File: config.mk
export PLATFORM = sky130hd
export DESIGN_NAME = avrspi_master
export DESIGN_NICKNAME = d
export VERILOG_FILES = /design/src/rtl/avrspi_master_pkg.sv /design/src/rtl/avrspi_master_byteshift.sv /design/src/rtl/avrspi_master.sv
export SDC_FILE = /design/constraint.sdc
export NUM_CORES = 1
export LEC_CHECK = 0
export ABC_AREA = 1
export CORE_ASPECT_RATIO = 1.1
export CORE_MARGIN = 8
export CORE_UTILIZATION = 50
export CTS_CLUSTER_DIAMETER = 120
export DETAILED_ROUTE_END_ITERATION = 12
export PLACE_DENSITY_LB_ADDON = 0.1
export SLEW_MARGIN = 0
export SYNTH_ARGS = -nofsm -noshare
export SYNTH_HDL_FRONTEND = slang
export SYNTH_SLANG_ARGS = --single-unit
File: constraint.sdc
create_clock -name fclk -period 3.6 [get_ports fclk]
set_input_delay 0.36 -clock fclk [delete_from_list [all_inputs] [get_ports fclk]]
set_output_delay 0.36 -clock fclk [all_outputs]
set_load 0.005 [all_outputs]
File: src/rtl/avrspi_master_pkg.sv
// -----------------------------------------------------------------------------
// avrspi_master_pkg
// Shared definitions for the avrspi_master SPI master engine:
//   - frame FSM state encoding
//   - counter widths (bit, byte, nbytes)
//   - SPI mode 0 idle levels
//   - cnt_width(): counter width for a modulo-n counter (min 1 bit)
// -----------------------------------------------------------------------------
package avrspi_master_pkg;

  typedef enum logic [1:0] {
    ST_IDLE  = 2'd0,
    ST_SETUP = 2'd1,
    ST_SHIFT = 2'd2,
    ST_HOLD  = 2'd3
  } state_e;

  localparam int BIT_CNT_W  = 3;  // wraps 7 -> 0 once per byte
  localparam int BYTE_CNT_W = 7;  // address byte plus up to 63 data bytes
  localparam int NBYTES_W   = 6;

  // Mode 0: clock idles low, data launched while the clock is low.
  localparam logic SPI_CK_IDLE = 1'b0;
  localparam logic SPI_DO_IDLE = 1'b0;

  function automatic int cnt_width(input int n);
    return (n > 1) ? $clog2(n) : 1;
  endfunction

endpackage

File: src/rtl/avrspi_master_byteshift.sv
// -----------------------------------------------------------------------------
// avrspi_master_byteshift
// Bit engine of the SPI master: clock divider, spick generation, the 8-bit
// full-duplex shift register and the bit counter.
//
// Ports:
//   fclk, rst       clock, synchronous active-high reset
//   run             shift clock enabled (frame FSM in SHIFT)
//   clr             force idle levels on spick/spido, reset divider/bit count
//   load            load load_data into the shift register, bit 7 onto spido
//   load_data[7:0]  byte to transmit next
//   spidi           master-in serial data
//   spick, spido    SPI clock and master-out data
//   rise_last       this cycle ends with the 8th rising edge of a byte
//   fall_last       this cycle ends with the 8th falling edge of a byte
//   rx_byte[7:0]    byte completed by the rising edge at the end of this cycle
// -----------------------------------------------------------------------------
module avrspi_master_byteshift
  import avrspi_master_pkg::*;
#(
  parameter int CLKDIV = 4
) (
  input  logic       fclk,
  input  logic       rst,
  input  logic       run,
  input  logic       clr,
  input  logic       load,
  input  logic [7:0] load_data,
  input  logic       spidi,
  output logic       spick,
  output logic       spido,
  output logic       rise_last,
  output logic       fall_last,
  output logic [7:0] rx_byte
);

  localparam int                DIV_W    = cnt_width(CLKDIV);
  localparam logic [DIV_W-1:0]  DIV_LAST = DIV_W'(CLKDIV - 1);

  logic [DIV_W-1:0]     div_q, div_d;
  logic [BIT_CNT_W-1:0] bit_q, bit_d;
  logic                 ck_q,  ck_d;
  logic                 do_q,  do_d;
  logic [7:0]           sh_q,  sh_d;
  logic                 ck_edge;

  // The divider expires at the end of each half-period; spick toggles then.
  assign ck_edge   = run & (div_q == DIV_LAST);
  assign rise_last = ck_edge & ~ck_q & (&bit_q);
  assign fall_last = ck_edge &  ck_q & (&bit_q);
  assign rx_byte   = {sh_q[6:0], spidi};

  // One register serves both directions: each rising edge shifts spidi in at
  // the bottom while the bit already launched on spido leaves at the top, so
  // after eight rising edges sh_q holds the received byte.
  always_comb begin
    // NOTE: every signal gets a default before any branch so no path leaves
    // it unassigned; a missing default here would infer a latch.
    div_d = div_q;
    bit_d = bit_q;
    ck_d  = ck_q;
    do_d  = do_q;
    sh_d  = sh_q;
    if (clr) begin
      div_d = '0;
      bit_d = '0;
      ck_d  = SPI_CK_IDLE;
      do_d  = SPI_DO_IDLE;
    end else begin
      if (run) begin
        if (ck_edge) begin
          div_d = '0;
          ck_d  = ~ck_q;
          if (!ck_q) begin
            sh_d = {sh_q[6:0], spidi};           // rising edge: sample
          end else begin
            bit_d = bit_q + BIT_CNT_W'(1);       // falling edge: next bit
            do_d  = sh_q[7];
          end
        end else begin
          div_d = div_q + DIV_W'(1);
        end
      end
      // A load coincides with the byte's last falling edge (or frame start),
      // so it overrides the normal next-bit launch.
      if (load) begin
        sh_d = load_data;
        do_d = load_data[7];
      end
    end
  end

  always_ff @(posedge fclk) begin
    // NOTE: sequential state uses non-blocking assignments so every register
    // samples the pre-edge values regardless of statement order.
    if (rst) begin
      div_q <= '0;
      bit_q <= '0;
      ck_q  <= SPI_CK_IDLE;
      do_q  <= SPI_DO_IDLE;
      sh_q  <= '0;
    end else begin
      div_q <= div_d;
      bit_q <= bit_d;
      ck_q  <= ck_d;
      do_q  <= do_d;
      sh_q  <= sh_d;
    end
  end

  assign spick = ck_q;
  assign spido = do_q;

endmodule

File: src/rtl/avrspi_master.sv
// -----------------------------------------------------------------------------
// avrspi_master
// SPI master (mode 0, MSB first) framing one register transaction per start:
// an address byte followed by nbytes full-duplex data bytes.
//
// Ports:
//   fclk, rst         clock, synchronous active-high reset
//   start             one-cycle frame request, honoured while idle
//   addr[7:0]         register address, latched on an accepted start
//   nbytes[5:0]       data bytes after the address, latched on an accepted start
//   abort             terminate the current frame immediately
//   busy              frame in progress
//   done              one-cycle pulse at normal frame completion
//   tx_ld             one-cycle pulse; tx_data is sampled at the end of it
//   tx_data[7:0]      next outgoing data byte
//   rx_stb            one-cycle pulse; rx_data valid
//   rx_data[7:0]      last received data byte, held until the next rx_stb
//   spics_n, spick, spido, spidi   SPI link
// -----------------------------------------------------------------------------
module avrspi_master
  import avrspi_master_pkg::*;
#(
  parameter int CLKDIV   = 4,
  parameter int CS_SETUP = 2,
  parameter int CS_HOLD  = 2
) (
  input  logic       fclk,
  input  logic       rst,
  input  logic       start,
  input  logic [7:0] addr,
  input  logic [5:0] nbytes,
  input  logic       abort,
  output logic       busy,
  output logic       done,
  output logic       tx_ld,
  input  logic [7:0] tx_data,
  output logic       rx_stb,
  output logic [7:0] rx_data,
  output logic       spics_n,
  output logic       spick,
  output logic       spido,
  input  logic       spidi
);

  localparam int TMR_W = cnt_width((CS_SETUP > CS_HOLD) ? CS_SETUP : CS_HOLD);
  localparam logic [TMR_W-1:0] SETUP_LAST = TMR_W'(CS_SETUP - 1);
  localparam logic [TMR_W-1:0] HOLD_LAST  = TMR_W'(CS_HOLD - 1);

  state_e                state_q, state_d;
  logic [TMR_W-1:0]      tmr_q,   tmr_d;
  logic [BYTE_CNT_W-1:0] byte_q,  byte_d;    // 0 = address byte
  logic [NBYTES_W-1:0]   nb_q,    nb_d;
  logic                  busy_q,  busy_d;
  logic                  cs_n_q,  cs_n_d;
  logic                  rx_stb_q, rx_stb_d;
  logic [7:0]            rx_data_q, rx_data_d;

  logic       bs_run, bs_clr, bs_load;
  logic [7:0] bs_load_data;
  logic       rise_last, fall_last;
  logic [7:0] rx_byte;

  avrspi_master_byteshift #(.CLKDIV(CLKDIV)) u_byteshift (
    .fclk      (fclk),
    .rst       (rst),
    .run       (bs_run),
    .clr       (bs_clr),
    .load      (bs_load),
    .load_data (bs_load_data),
    .spidi     (spidi),
    .spick     (spick),
    .spido     (spido),
    .rise_last (rise_last),
    .fall_last (fall_last),
    .rx_byte   (rx_byte)
  );

  always_comb begin
    state_d      = state_q;
    tmr_d        = tmr_q;
    byte_d       = byte_q;
    nb_d         = nb_q;
    busy_d       = busy_q;
    cs_n_d       = cs_n_q;
    rx_stb_d     = 1'b0;
    rx_data_d    = rx_data_q;
    tx_ld        = 1'b0;
    done         = 1'b0;
    bs_run       = 1'b0;
    bs_clr       = 1'b0;
    bs_load      = 1'b0;
    bs_load_data = tx_data;

    unique case (state_q)
      ST_IDLE: begin
        if (start && !abort) begin
          nb_d         = nbytes;
          byte_d       = '0;
          tmr_d        = '0;
          busy_d       = 1'b1;
          cs_n_d       = 1'b0;
          bs_load      = 1'b1;           // addr goes straight into the shifter
          bs_load_data = addr;
          state_d      = ST_SETUP;
        end
      end

      ST_SETUP: begin
        if (tmr_q == SETUP_LAST) begin
          tmr_d   = '0;
          state_d = ST_SHIFT;
        end else begin
          tmr_d = tmr_q + TMR_W'(1);
        end
      end

      ST_SHIFT: begin
        bs_run = 1'b1;
        // Data received during the address byte is discarded.
        if (rise_last && byte_q != '0) begin
          rx_stb_d  = 1'b1;
          rx_data_d = rx_byte;
        end
        if (fall_last) begin
          if (byte_q == BYTE_CNT_W'(nb_q)) begin
            bs_clr  = 1'b1;
            tmr_d   = '0;
            state_d = ST_HOLD;
          end else begin
            tx_ld   = 1'b1;
            bs_load = 1'b1;
            byte_d  = byte_q + BYTE_CNT_W'(1);
          end
        end
      end

      ST_HOLD: begin
        if (tmr_q == HOLD_LAST) begin
          done    = 1'b1;
          busy_d  = 1'b0;
          cs_n_d  = 1'b1;
          state_d = ST_IDLE;
        end else begin
          tmr_d = tmr_q + TMR_W'(1);
        end
      end

      default: state_d = ST_IDLE;
    endcase

    // Abort overrides whatever the frame was about to do this cycle.
    if (abort && state_q != ST_IDLE) begin
      state_d   = ST_IDLE;
      busy_d    = 1'b0;
      cs_n_d    = 1'b1;
      rx_stb_d  = 1'b0;
      rx_data_d = rx_data_q;
      tx_ld     = 1'b0;
      done      = 1'b0;
      bs_load   = 1'b0;
      bs_clr    = 1'b1;
    end
  end

  always_ff @(posedge fclk) begin
    if (rst) begin
      state_q   <= ST_IDLE;
      tmr_q     <= '0;
      byte_q    <= '0;
      nb_q      <= '0;
      busy_q    <= 1'b0;
      cs_n_q    <= 1'b1;
      rx_stb_q  <= 1'b0;
      rx_data_q <= 8'h00;
    end else begin
      state_q   <= state_d;
      tmr_q     <= tmr_d;
      byte_q    <= byte_d;
      nb_q      <= nb_d;
      busy_q    <= busy_d;
      cs_n_q    <= cs_n_d;
      rx_stb_q  <= rx_stb_d;
      rx_data_q <= rx_data_d;
    end
  end

  assign busy    = busy_q;
  assign spics_n = cs_n_q;
  assign rx_stb  = rx_stb_q;
  assign rx_data = rx_data_q;

endmodule

== Word level (Yosys, flattened, before mapping) ==
Cells that the tools add are included.

* Bits in registers: 42
* Output and inout bits: 15
* Word-level logic and storage cells: 112
* Bits of input ports: 27

* Mux-type cells: 48
* Bitwise logic cells: 9
* Reduce and logical (&&, ||, !) cells: 26
* Eq/ne operators: 12
* Add/subtract/negate cells: 4

{| class="wikitable"
|+ Operators with widths
! kind !! count
|-
| $mux 8 || 6
|-
| $mux 1 || 27
|-
| $mux 7 || 3
|-
| $reduce_and 3->1 || 6
|-
| $ne 2x2->1 const B || 7
|-
| $pmux 7 s2 || 1
|-
| $mux 2 || 6
|-
| $reduce_bool 2->1 || 6
|-
| $pmux 2 s4 || 1
|-
| $reduce_and 4->1 || 2
|-
| $add 7x1->7 const B || 1
|-
| $eq 7x6->1 || 1
|-
| $reduce_bool 7->1 || 1
|-
| $eq 2x2->1 const B || 3
|-
| $pmux 1 s2 || 3
|-
| $and 1x1->1 || 5
|-
| $reduce_and 5->1 || 1
|-
| $not 1->1 || 4
|-
| $pmux 1 s4 || 1
|-
| $reduce_and 2->1 || 2
|-
| $reduce_or 2->1 || 2
|-
| $add 3x1->3 const B || 1
|-
| $logic_and 1x1->1 || 3
|-
| $reduce_or 3->1 || 1
|-
| 5 further kinds || 5
|}

== Depth between registers and ports, before layout ==
Gate-level depths: netlist of the first run.

* Depth after elaboration: 10
* Mapped depth: 13
* Gate-level depth less buffers: 13

== By module ==
From an unflattened synthesis of the first run, not the netlist that was laid out.

* Cells, all modules: 340
* Area total of the unflattened synthesis: 2387.3 um^2

{| class="wikitable"
|+ By module, submodules not included
! module !! instances !! cells each !! seq. area each (um^2) !! area each (um^2)
|-
| avrspi_master || 1 || 215 || 540.5 || 1549.0
|-
| avrspi_master_byteshift || 1 || 125 || 300.3 || 838.3
|}

== Least setup slack after synthesis of the first run ==
No wires, ideal clock.

* Path kind: register to output
* Start point: reg state_q[0]
* End point: out tx_ld
* Arrival time: 1.347 ns
* Data required time: 3.240 ns
* Setup slack: 1.893 ns
* Buffers on the path: 1
* Cell stages (with the launch flop): 9
* Cells stage by stage: dfxtp_1 inv_1 ha_1 nor2_1 inv_1 nand3_1 o21bai_4 buf_4 inv_1

* Cells in the longest elaborated chain, start to end: 8
* Elaborated cells between the ends (all ways): 10
* Classes of those cells: eq/ne: 1; mux: 4; bitwise: 3; reduce/logical: 2

{| class="wikitable"
|+ Ends and longest elaborated chain
! what !! RTL line !! source
|-
| start: declaration || avrspi_master.sv:49 || <nowiki>state_e state_q, state_d;</nowiki>
|-
| start signal: assignment || avrspi_master.sv:176 || <nowiki>state_q <= state_d;</nowiki>
|-
| $eq 2x2->1 || avrspi_master.sv:94 || <nowiki>unique case (state_q)</nowiki>
|-
| $mux 1 || avrspi_master.sv:94 ||
|-
| $and 1x1->1 || avrspi_master_byteshift.sv:48 || <nowiki>assign ck_edge = run & (div_q == DIV_LAST);</nowiki>
|-
| $and 1x1->1 (2 in a row) || avrspi_master_byteshift.sv:50 || <nowiki>assign fall_last = ck_edge & ck_q & (&bit_q);</nowiki>
|-
| $mux 1 || avrspi_master.sv:124 || <nowiki>if (fall_last) begin</nowiki>
|-
| $mux 1 || avrspi_master.sv:94 ||
|-
| $mux 1 (*) || avrspi_master.sv:152 || <nowiki>if (abort && state_q != ST_IDLE) begin</nowiki>
|-
| end: declaration || avrspi_master.sv:35 || <nowiki>output logic tx_ld,</nowiki>
|}

Every way passes the cells marked *; elsewhere a longest branch is shown, timed or not.

== Worst setup path in the final report of the first run ==
Ends and elaborated chain as after synthesis.

==> results.md, run 1 <==
* Status: complete, no violations
* Post-route antenna net violation count at 0
* Via/cell ratio at 4.87
* Diode count at 0
* Drt pass-1 iters at 4
* Hold WC Path Type: reg -> reg
* Core ar. at 4550 sq um
* CP cell instances: inv_1 -> ha_1 -> nand2_2 -> nor2_8 -> nand3_1 -> o21bai_4 -> inv_1 -> clkdlybuf4s50_1
* Dpl cells at 431
* TritonCTS buffer count at 5
* Critical Path RT at 3240 ps
* Die Wd at 80.7 microns
* CP startpoint kind: flop
* Avg WL per Cell at 11.7 microns
* Post-cts resize count at 0
* Largest stage delay, worst path at 490 ps
* Non-filler instance count after layout at 439
* Setup Crit Path Kind: reg -> out
* Area of the mapped netlist at 2300 sq um
* # hold bufs at CTS at 0
* Global-route wire length before repair at 8870 microns
* Reg area at 841 sq um
* Maxcap violations at 0
* Die Span Y at 87.2 microns
* Most common cell after layout, fill and taps aside: nand2_1
* GRT Residual Overflow at 0
* Syn nets at 383
* RSZ-0062 raised after global routing: no
* Slew at the pin with the worst max-slew slack at 835 ps
* Gpl congestion at 0.816
* Hold Path Sink: busy$_SDFFE_PP0P_
* Initial antenna violation count at 0
* Setup TNS at 0 ps
* Crit path arrival time at 2500 ps
* Worst-path maximum fanout at 13
* Slowest-stage cell, CP: clkdlybuf4s50_1
* Final HPWL DP at 3920 microns
* Final Slew Violations at 0
* CTS tree: built
* Most frequent cells in the layout: 114 x nand2_1, 42 x dfxtp_1, 41 x clkdlybuf4s50_1
* Worst Clk Skew at 10.2 ps
* Total wire length at 5150 microns
* Clock Sinks at 42
* Starting Density at 50.5%
* Fin crit period at 2860 ps
* Reg-to-reg slack, setup at 1230 ps
* Synth Area per Inst at 6.65 sq um
* Clock-pin slew on the worst setup and hold paths at 90 ps
* Pin count of the biggest net entering global routing at 32
* Buf/Inv on CP at 3
* FP Rows at 26
* Via Count at 2140
* Post-synthesis register bit count at 42
* Maximum clock path buffer count at 2
* All-Layer GR Usage at 15.7%
* Power per cell area at 510 nW/um^2
* Area growth, synth to finish at 22.1%
* Worst setup EP type: primary output
* CP dominant cell by count: inv_1
* Hold Slack at 458 ps
* Seq/Total Area, Yosys at 36.5%
* Area occupied by multi-input gates at 1250 sq um
* Max VDD drop at 225 uV
* Layout cells sized above 1 at 7.31%
* Nets at 419
* Leak at 1.29 nW
* Filler Cell Count at 425
* WHS Path Cells at 2
* Worst r2r path cells at 10
* Setup bufs post-CTS at 0
* I/O pin count at 42
* FMAX at 350 MHz
* FF-to-FF Start: state_q[0]$_SDFFE_PP0P_
* Synth warn at 0
* DIE AREA at 7030 sq um
* Clock latency on the worst-skew pair at 300 ps
* Drt drc at 0
* Hold Crit Start: busy$_SDFFE_PP0P_
* Starting DRT DRC Count at 131
* Rel. slew slack at 44.3%
* Port-buffer cells at 41
* Vias in the first global route at 2074
* Mapped Cells at 346
* Worst r2r dst: u_byteshift.sh_q[7]$_SDFFE_PP0P_
* Fin crit share at 79.5%
* Hold Vio Cnt, Final at 0
* Endpoints failing setup at 0
* Root Driver: clkbuf_8
* H-tree levels at 2
* Delay-heaviest family, CP: buffers and inverters
* Unique masters post-synth at 30
-- metal layers --
layer  share of wire, %  track usage (%)
met1                 48             18.1
met2                 46             26.1
met3                4.3             3.72
met4                1.6             7.97
met5                  0                0
-- worst register-to-register path: cells and delay by family (launching register included) --
kind          cells  cell delay [ps]
flops             1              390
simple gates      6              780
buf+inv           3              830
fa+ha+maj         1              260
-- worst max path at each step --
stage | slack [ps] | depth (start not counted) | to | start
6_report | 740 | 8 | tx_ld | state_q[0]$_SDFFE_PP0P_
5_1_grt | 560 | 8 | tx_ld | state_q[0]$_SDFFE_PP0P_
4_1_cts | 720 | 8 | tx_ld | state_q[0]$_SDFFE_PP0P_
3_5_place_dp | 1060 | 8 | tx_ld | state_q[0]$_SDFFE_PP0P_
3_3_place_gp | 1080 | 8 | tx_ld | state_q[0]$_SDFFE_PP0P_
2_1_floorplan | 1890 | 8 | tx_ld | state_q[0]$_SDFFE_PP0P_
-- state kept, by name, summed over array words and instances (netlist names) --
name	flops
u_byteshift.spick	1
spics_n	1
rx_data	8
busy	1
nb_q	6
u_byteshift.sh_q	8
u_byteshift.spido	1
state_q	2
u_byteshift.bit_q	3
u_byteshift.div_q	2
byte_q	7
tmr_q	1
rx_stb	1
-- cells in the mapped netlist --
library cell | instances | share of area, %
ha_1 | 10 | 5.4
nand3b_1 | 1 | 0.33
nand3_2 | 2 | 0.87
o21bai_4 | 1 | 0.82
nor3_1 | 3 | 0.65
inv_2 | 7 | 1.1
o2111ai_1 | 1 | 0.38
buf_6 | 1 | 0.49
nand2_1 | 114 | 19
o21ai_1 | 1 | 0.22
xor2_1 | 4 | 1.5
or2_2 | 1 | 0.27
clkbuf_1 | 4 | 0.65
nand2_2 | 2 | 0.54
buf_2 | 5 | 1.1
nand2_4 | 1 | 0.49
o211ai_1 | 1 | 0.33
inv_1 | 32 | 5.2
a21oi_2 | 1 | 0.38
a21oi_1 | 28 | 6.1
buf_4 | 2 | 0.65
nor2_1 | 40 | 6.5
dfxtp_1 | 42 | 37
nand4_1 | 4 | 1.1
nand3_1 | 15 | 3.3
nor2_4 | 2 | 0.98
xnor2_1 | 1 | 0.38
nor2_8 | 1 | 0.87
o21ai_0 | 17 | 3.7
nor2_2 | 2 | 0.54
-- power by group --
group          switching, mW  internal (mW)  leakage [nW]
sequential            0.0382          0.523         0.342
combinational          0.349          0.196         0.901
clock                  0.175          0.154        0.0472
total                  0.561          0.874          1.29
-- cells by family after synthesis --
group	count (synthesis)	synth area share, %
XOR/XNOR	5	1.90
AND/OR/NAND/NOR	188	35.0
flip-flops	42	36.5
buffers and inverters	51	9.24
AO/OA/AOI/OAI	50	11.9
adder cells (fa/ha/maj)	10	5.43
-- layout make-up --
class | instances | share of cell area, %
multi-input combinational | 253 | 44.4
clock buffer | 6 | 2.94
tap | 56 | 2.49
timing repair buffer | 41 | 14.6
sequential | 42 | 29.9
clock inverter | 2 | 0.445
inverter | 39 | 5.21
-- stage by stage --
stage | setup WS, ps | area (sq um) | total power [mW] | utilization, %
3_5_place_dp | 1060 | 2720 | 1.12 | 59.6
3_3_place_gp | 1080 | 2720 | 1.11 | 59.6
2_1_floorplan | 1890 | 2300 | 0.979 | -
4_1_cts | 720 | 2810 | 1.44 | 61.7
5_1_grt | 559 | 2810 | 1.54 | 61.7
6_report | 739 | 2810 | 1.43 | 61.7
Note: power is estimated with default switching activity, not from simulation.
==> run 2: changes to the inputs <==
CORE_UTILIZATION = 47   (was 50)
clock period = 2.49 ns   (was 3.6 ns; I/O delays follow)
==> run 2 against run 1 <==
Compared with the run above: sequential share of layout area down 0.50 points; final area up 1.7%; routed wire length up 1.9%; via count up 0.79%; first-iteration DRC count down 37%; worst setup slack worse by 610 ps; flip-flop and latch count unchanged; clock skew down 4.4 ps; sequential power up 44%; global-route usage down 0.90 points; clock-buffer cell count unchanged.
==> results.md, run 2 (synthesized netlist as in run 1, its figures left out) <==
* Status: complete, no violations
* Avg WL per Cell at 11.8 microns
* Clock latency on the worst-skew pair at 300 ps
* Power per cell area at 736 nW/um^2
* CP startpoint kind: flop
* DIE AREA at 7400 sq um
* Fin crit period at 2360 ps
* Worst setup EP type: primary output
* Vias in the first global route at 1962
* Via Count at 2157
* Sw Ratio at 38.9%
* Port-buffer cells at 41
* Maxcap violations at 0
* Root Driver: clkbuf_8
* Final Slew Violations at 0
* Setup TNS at 0 ps
* Most common cell after layout, fill and taps aside: nand2_1
* H-tree levels at 2
* Clk pwr share at 22.1%
* Hold WC Path Type: reg -> reg
* Post-Route Utilization at 61.0%
* Area growth, synth to finish at 24.2%
* Final HPWL DP at 3960 microns
* CP dominant cell by count: inv_1
* CP cell instances: inv_1 -> ha_2 -> nand2_2 -> nor2_8 -> nand3_1 -> o21bai_4 -> inv_1 -> clkdlybuf4s50_1
* Die Wd at 82.7 microns
* I/O pin count at 42
* CTS tree: built
* Slew at the pin with the worst max-slew slack at 567 ps
* Fin worst setup slack at 133 ps
* Worst-path maximum fanout at 12
* Drt pass-1 iters at 4
* Worst Clk Skew at 5.83 ps
* Pin count of the biggest net entering global routing at 21
* # hold bufs at CTS at 0
* Diode count at 0
* Fin crit share at 94.7%
* Leak at 1.32 nW
* Initial antenna violation count at 0
* Setup Slack @ Placement at 435 ps
* Total internal power at 1.29 mW
* Endpoints failing setup at 0
* Slowest-stage cell, CP: clkdlybuf4s50_1
* Die Span Y at 89.4 microns
* Maximum clock path buffer count at 2
* Max VDD drop at 292 uV
* Gate power share at 39.4%
* FMAX at 424 MHz
* RSZ-0062 raised after global routing: no
* Core ar. at 4680 sq um
* Starting Density at 49.1%
* Setup Crit Path Kind: reg -> out
* Delay-heaviest family, CP: buffers and inverters
* Clock Sinks at 42
* Nets at 425
* Gpl congestion at 0.849
* Setup bufs post-CTS at 0
* Critical Path RT at 2240 ps
* TritonCTS buffer count at 5
* Reg area at 841 sq um
* Largest stage delay, worst path at 490 ps
* Sw power at 0.819 mW
* Sequential power share at 38.5%
* Crit path arrival time at 2110 ps
* Hold Vio Cnt, Final at 0
* Most frequent cells in the layout: 114 x nand2_1, 42 x dfxtp_1, 41 x clkdlybuf4s50_1
* FP Rows at 26
* Starting DRT DRC Count at 83
* Drt drc at 0
* Global-route wire length before repair at 8700 microns
* GRT Residual Overflow at 0
* Layout cells sized above 1 at 9.00%
* Total wire length at 5250 microns
* Buf/Inv on CP at 3
* Filler Cell Count at 464
* Via/cell ratio at 4.85
* Area occupied by multi-input gates at 1250 sq um
* Rel. slew slack at 62.1%
* All-Layer GR Usage at 14.8%
* Post-route antenna net violation count at 0
* Clock-pin slew on the worst setup and hold paths at 80 ps
-- run 2: cell count changes in the layout (fill, tap and decap cells not counted) --
cell,delta
ha_1,-1
buf_4,+6
ha_2,+1
-- run 2: cell type report --
type                       instances  area share (%)
multi-input combinational        253            43.8
sequential                        42            29.4
timing repair buffer              47            15.9
inverter                          39            5.12
clock buffer                       6            2.89
tap                               56            2.45
clock inverter                     2           0.438
-- run 2: metal layers --
metal / share of wire, % / wire length (microns) / global-route usage (%)
met3: 3.8 / 199 / 4.23
met5: 0 / 0 / 0
met1: 48 / 2490 / 18.2
met4: 0.90 / 47 / 3.77
met2: 48 / 2510 / 24.5
-- run 2: what timing repair did --
item,in CTS,in global routing
hold endpoints to repair,0,0
resized for setup,0,1
setup endpoints to repair,0,1
-- run 2: path summary, 6_finish.rpt --
check,cells after the start,endpoint,slack (ps),start
min,2,busy$_SDFFE_PP0P_,440,busy$_SDFFE_PP0P_
max,8,tx_ld,130,state_q[0]$_SDFFE_PP0P_
max reg2reg,10,u_byteshift.sh_q[7]$_SDFFE_PP0P_,490,state_q[0]$_SDFFE_PP0P_
min reg2reg,2,busy$_SDFFE_PP0P_,440,busy$_SDFFE_PP0P_
-- run 2: stage by stage --
stage / cell area, sq um / cells / hold WS (ps) / power (mW)
6_report: 2860 / 445 / 443 / 2.10
5_1_grt: 2860 / 445 / 484 / 2.27
4_1_cts: 2860 / 445 / 448 / 2.11
3_5_place_dp: 2760 / 437 / 436 / 1.65
3_3_place_gp: 2760 / 437 / 434 / 1.64
2_1_floorplan: 2300 / 346 / 413 / 1.42
-- run 2: worst reg2reg max path, stage by stage (launching register included) --
cell and delay, ps:
dfxtp_1 370, inv_1 100, ha_1 260, inv_1 110, nor2_4 50, inv_1 400, nand2_1 290, nand2_1 140
nand2_1 50, nor2_1 90, nor2_1 50
-- run 2: power groups by stage --
stage	logic, mW	registers (mW)	clock network (mW)
floorplan	0.600	0.815	0
global placement	0.813	0.824	0
detailed placement	0.822	0.826	0
CTS	0.824	0.810	0.479
global route	0.934	0.824	0.507
finish	0.829	0.810	0.466
==> run 3: changes to the inputs <==
clock period = 2.1 ns   (was 2.49 ns; I/O delays follow)
==> run 3 against run 2 <==
Compared with the run above: flip-flop and latch count did not move; utilization rose by 1.8 points; die area did not move; hold slack improved by 4.0 ps; via count rose by 1.0%; clock-buffer cell count rose by 1; critical path type unchanged; highest routed layer unchanged.
==> results.md, run 3 (synthesized netlist as in run 1, its figures left out) <==
* FP Rows at 26
* Sw power at 1.00 mW
* Sw Ratio at 38.7%
* Starting DRT DRC Count at 107
* Hold WC Path Type: reg -> reg
* Initial antenna violation count at 0
* Hold Crit Start: busy$_SDFFE_PP0P_
* Worst r2r dst: u_byteshift.sh_q[7]$_SDFFE_PP0P_
* Fin crit share at 90.2%
* Layout cells sized above 1 at 12.2%
* Die Span Y at 89.4 microns
* Core ar. at 4680 sq um
* Crit path arrival time at 1680 ps
* Critical Path RT at 1890 ps
* Rel. slew slack at 76.3%
* Hold Slack at 447 ps
* Via Count at 2179
* Post-route antenna net violation count at 0
* H-tree levels at 2
* Leak at 1.37 nW
* Avg WL per Cell at 12.1 microns
* Post-route design area at 2940 sq um
* WHS Path Cells at 2
* Vias in the first global route at 2173
* Clock latency on the worst-skew pair at 300 ps
* Delay-heaviest family, CP: buffers and inverters
* I/O pin count at 42
* FMAX at 528 MHz
* CTS tree: built
* Gpl congestion at 0.828
* Setup Crit Path Kind: reg -> out
* Die Wd at 82.7 microns
* CP cell instances: inv_2 -> ha_4 -> nor2_2 -> buf_4 -> nor2_1 -> clkdlybuf4s50_1
* TritonCTS buffer count at 5
* Max VDD drop at 435 uV
* Hold Vio Cnt, Final at 0
* Status: complete, no violations
* Starting Density at 49.1%
* Nets at 429
* Clk pwr share at 21.2%
* Most common cell after layout, fill and taps aside: nand2_1
* Maximum clock path buffer count at 2
* Diode count at 0
* Fin crit period at 1890 ps
* Sequential power share at 38.0%
* Drt pass-1 iters at 4
* Drt drc at 0
* Setup TNS at 0 ps
* Filler Cell Count at 432
* RSZ-0062 raised after global routing: no
* CP startpoint kind: flop
* Worst Clk Skew at 8.63 ps
* Port-buffer cells at 41
* Clock Sinks at 42
* Buf/Inv on CP at 3
* Slew at the pin with the worst max-slew slack at 354 ps
* Slowest-stage cell, CP: clkdlybuf4s50_1
* Via/cell ratio at 4.85
* Worst r2r path cells at 12
* Final Slew Violations at 0
* Root Driver: clkbuf_8
* All-Layer GR Usage at 16.0%
* Global-route wire length before repair at 9350 microns
* Total wire length at 5420 microns
* DIE AREA at 7400 sq um
* FF-to-FF Start: state_q[1]$_SDFFE_PP0P_
* Final HPWL DP at 4040 microns
* Area growth, synth to finish at 27.8%
* Worst-path maximum fanout at 5
* Worst setup EP type: primary output
* Clock-pin slew on the worst setup and hold paths at 80 ps
* Largest stage delay, worst path at 500 ps
* Reg-to-reg slack, setup at 280 ps
* Maxcap violations at 0
* Gate power share at 40.8%
* Pin count of the biggest net entering global routing at 24
* Power per cell area at 878 nW/um^2
* Endpoints failing setup at 0
* GRT Residual Overflow at 0
* Hold Path Sink: busy$_SDFFE_PP0P_
* Most frequent cells in the layout: 114 x nand2_1, 40 x clkdlybuf4s50_1, 39 x nor2_1
* Dpl cell area at 2780 sq um
* Total internal power at 1.58 mW
-- run 3: cell types whose count changed in the layout (fill, tap and decap cells not counted), moves of 2 or more --
cell / previous run / this run
buf_4: 6 / 10
dfxtp_1: 42 / 37
dfxtp_2: 0 / 4
ha_1: 9 / 7
ha_4: 0 / 3
inv_1: 32 / 30
-- run 3: layout make-up --
| type | instances | area [sq um] | area share (%) |
|---|---|---|---|
| Sequential cell | 42 | 850 | 28.9 |
| Inverter | 39 | 149 | 5.06 |
| Clock buffer | 7 | 86.3 | 2.93 |
| Tap cell | 56 | 70.1 | 2.38 |
| Timing Repair Buffer | 51 | 488 | 16.6 |
| Multi-Input combinational cell | 253 | 1290 | 44.0 |
| Clock inverter | 1 | 5.00 | 0.170 |
-- run 3: worst max-delay path by stage --
stage          slack, ps                              start                               end  depth (start not counted)
3_5_place_dp         150            state_q[1]$_SDFFE_PP0P_  u_byteshift.sh_q[7]$_SDFFE_PP0P_                         12
4_1_cts               20  u_byteshift.div_q[0]$_SDFFE_PP0P_                             tx_ld                          7
3_3_place_gp         210            state_q[1]$_SDFFE_PP0P_  u_byteshift.sh_q[7]$_SDFFE_PP0P_                         12
5_1_grt               80             byte_q[1]$_SDFFE_PP0P_  u_byteshift.sh_q[4]$_SDFFE_PP0P_                         12
2_1_floorplan        420            state_q[0]$_SDFFE_PP0P_  u_byteshift.sh_q[5]$_SDFFE_PP0P_                         12
6_report             210            state_q[1]$_SDFFE_PP0P_                              done                          6
-- run 3: power by group through the flow --
stage                     clock (mW)  combinational [mW]  sequential, mW
after global placement             0               0.976           0.979
after CTS                      0.566                1.04           0.976
after detailed placement           0               0.985           0.980
after floorplan                    0               0.712           0.966
after global routing           0.601                1.20           0.993
final                          0.548                1.06           0.981
-- run 3: metal layers --
layer  wire length (microns)  track usage (%)  vias up  part of all wire, %
li1                        -                -     1173                    -
met4                     105             6.75        0                  1.9
met5                       0                0        -                    0
met2                    2570             27.0       42                   47
met3                     283             4.93        7                  5.2
met1                    2460             17.9      957                   45
-- run 3: stage by stage --
stage                     power [mW]  utilization [%]  std cells  setup WS [ps]
after CTS                       2.59             62.6        449           22.1
after global routing            2.79             62.8        449           77.4
after detailed placement        1.96             59.3        439            145
after floorplan                 1.68                -        346            422
final                           2.58             62.8        449            206
after global placement          1.96             59.3        439            206
-- run 3: worst reg2reg max path, cell delays in order, from the launching register on --
cell,delay (ps)
dfxtp_2,380
inv_2,80
ha_4,180
nor2_2,120
inv_1,70
nand3_1,70
o21bai_4,120
buf_4,190
nand2_1,190
nand2_1,150
nand2_1,60
nor2_1,80
nor2_1,50
-- run 3: repair_timing --
action / CTS / global route
pin swaps: 2 / 0
setup endpoints to repair: 1 / 1
setup buffers: 2 / 0
hold buffers: 0 / 0
gates resized for setup: 12 / 6
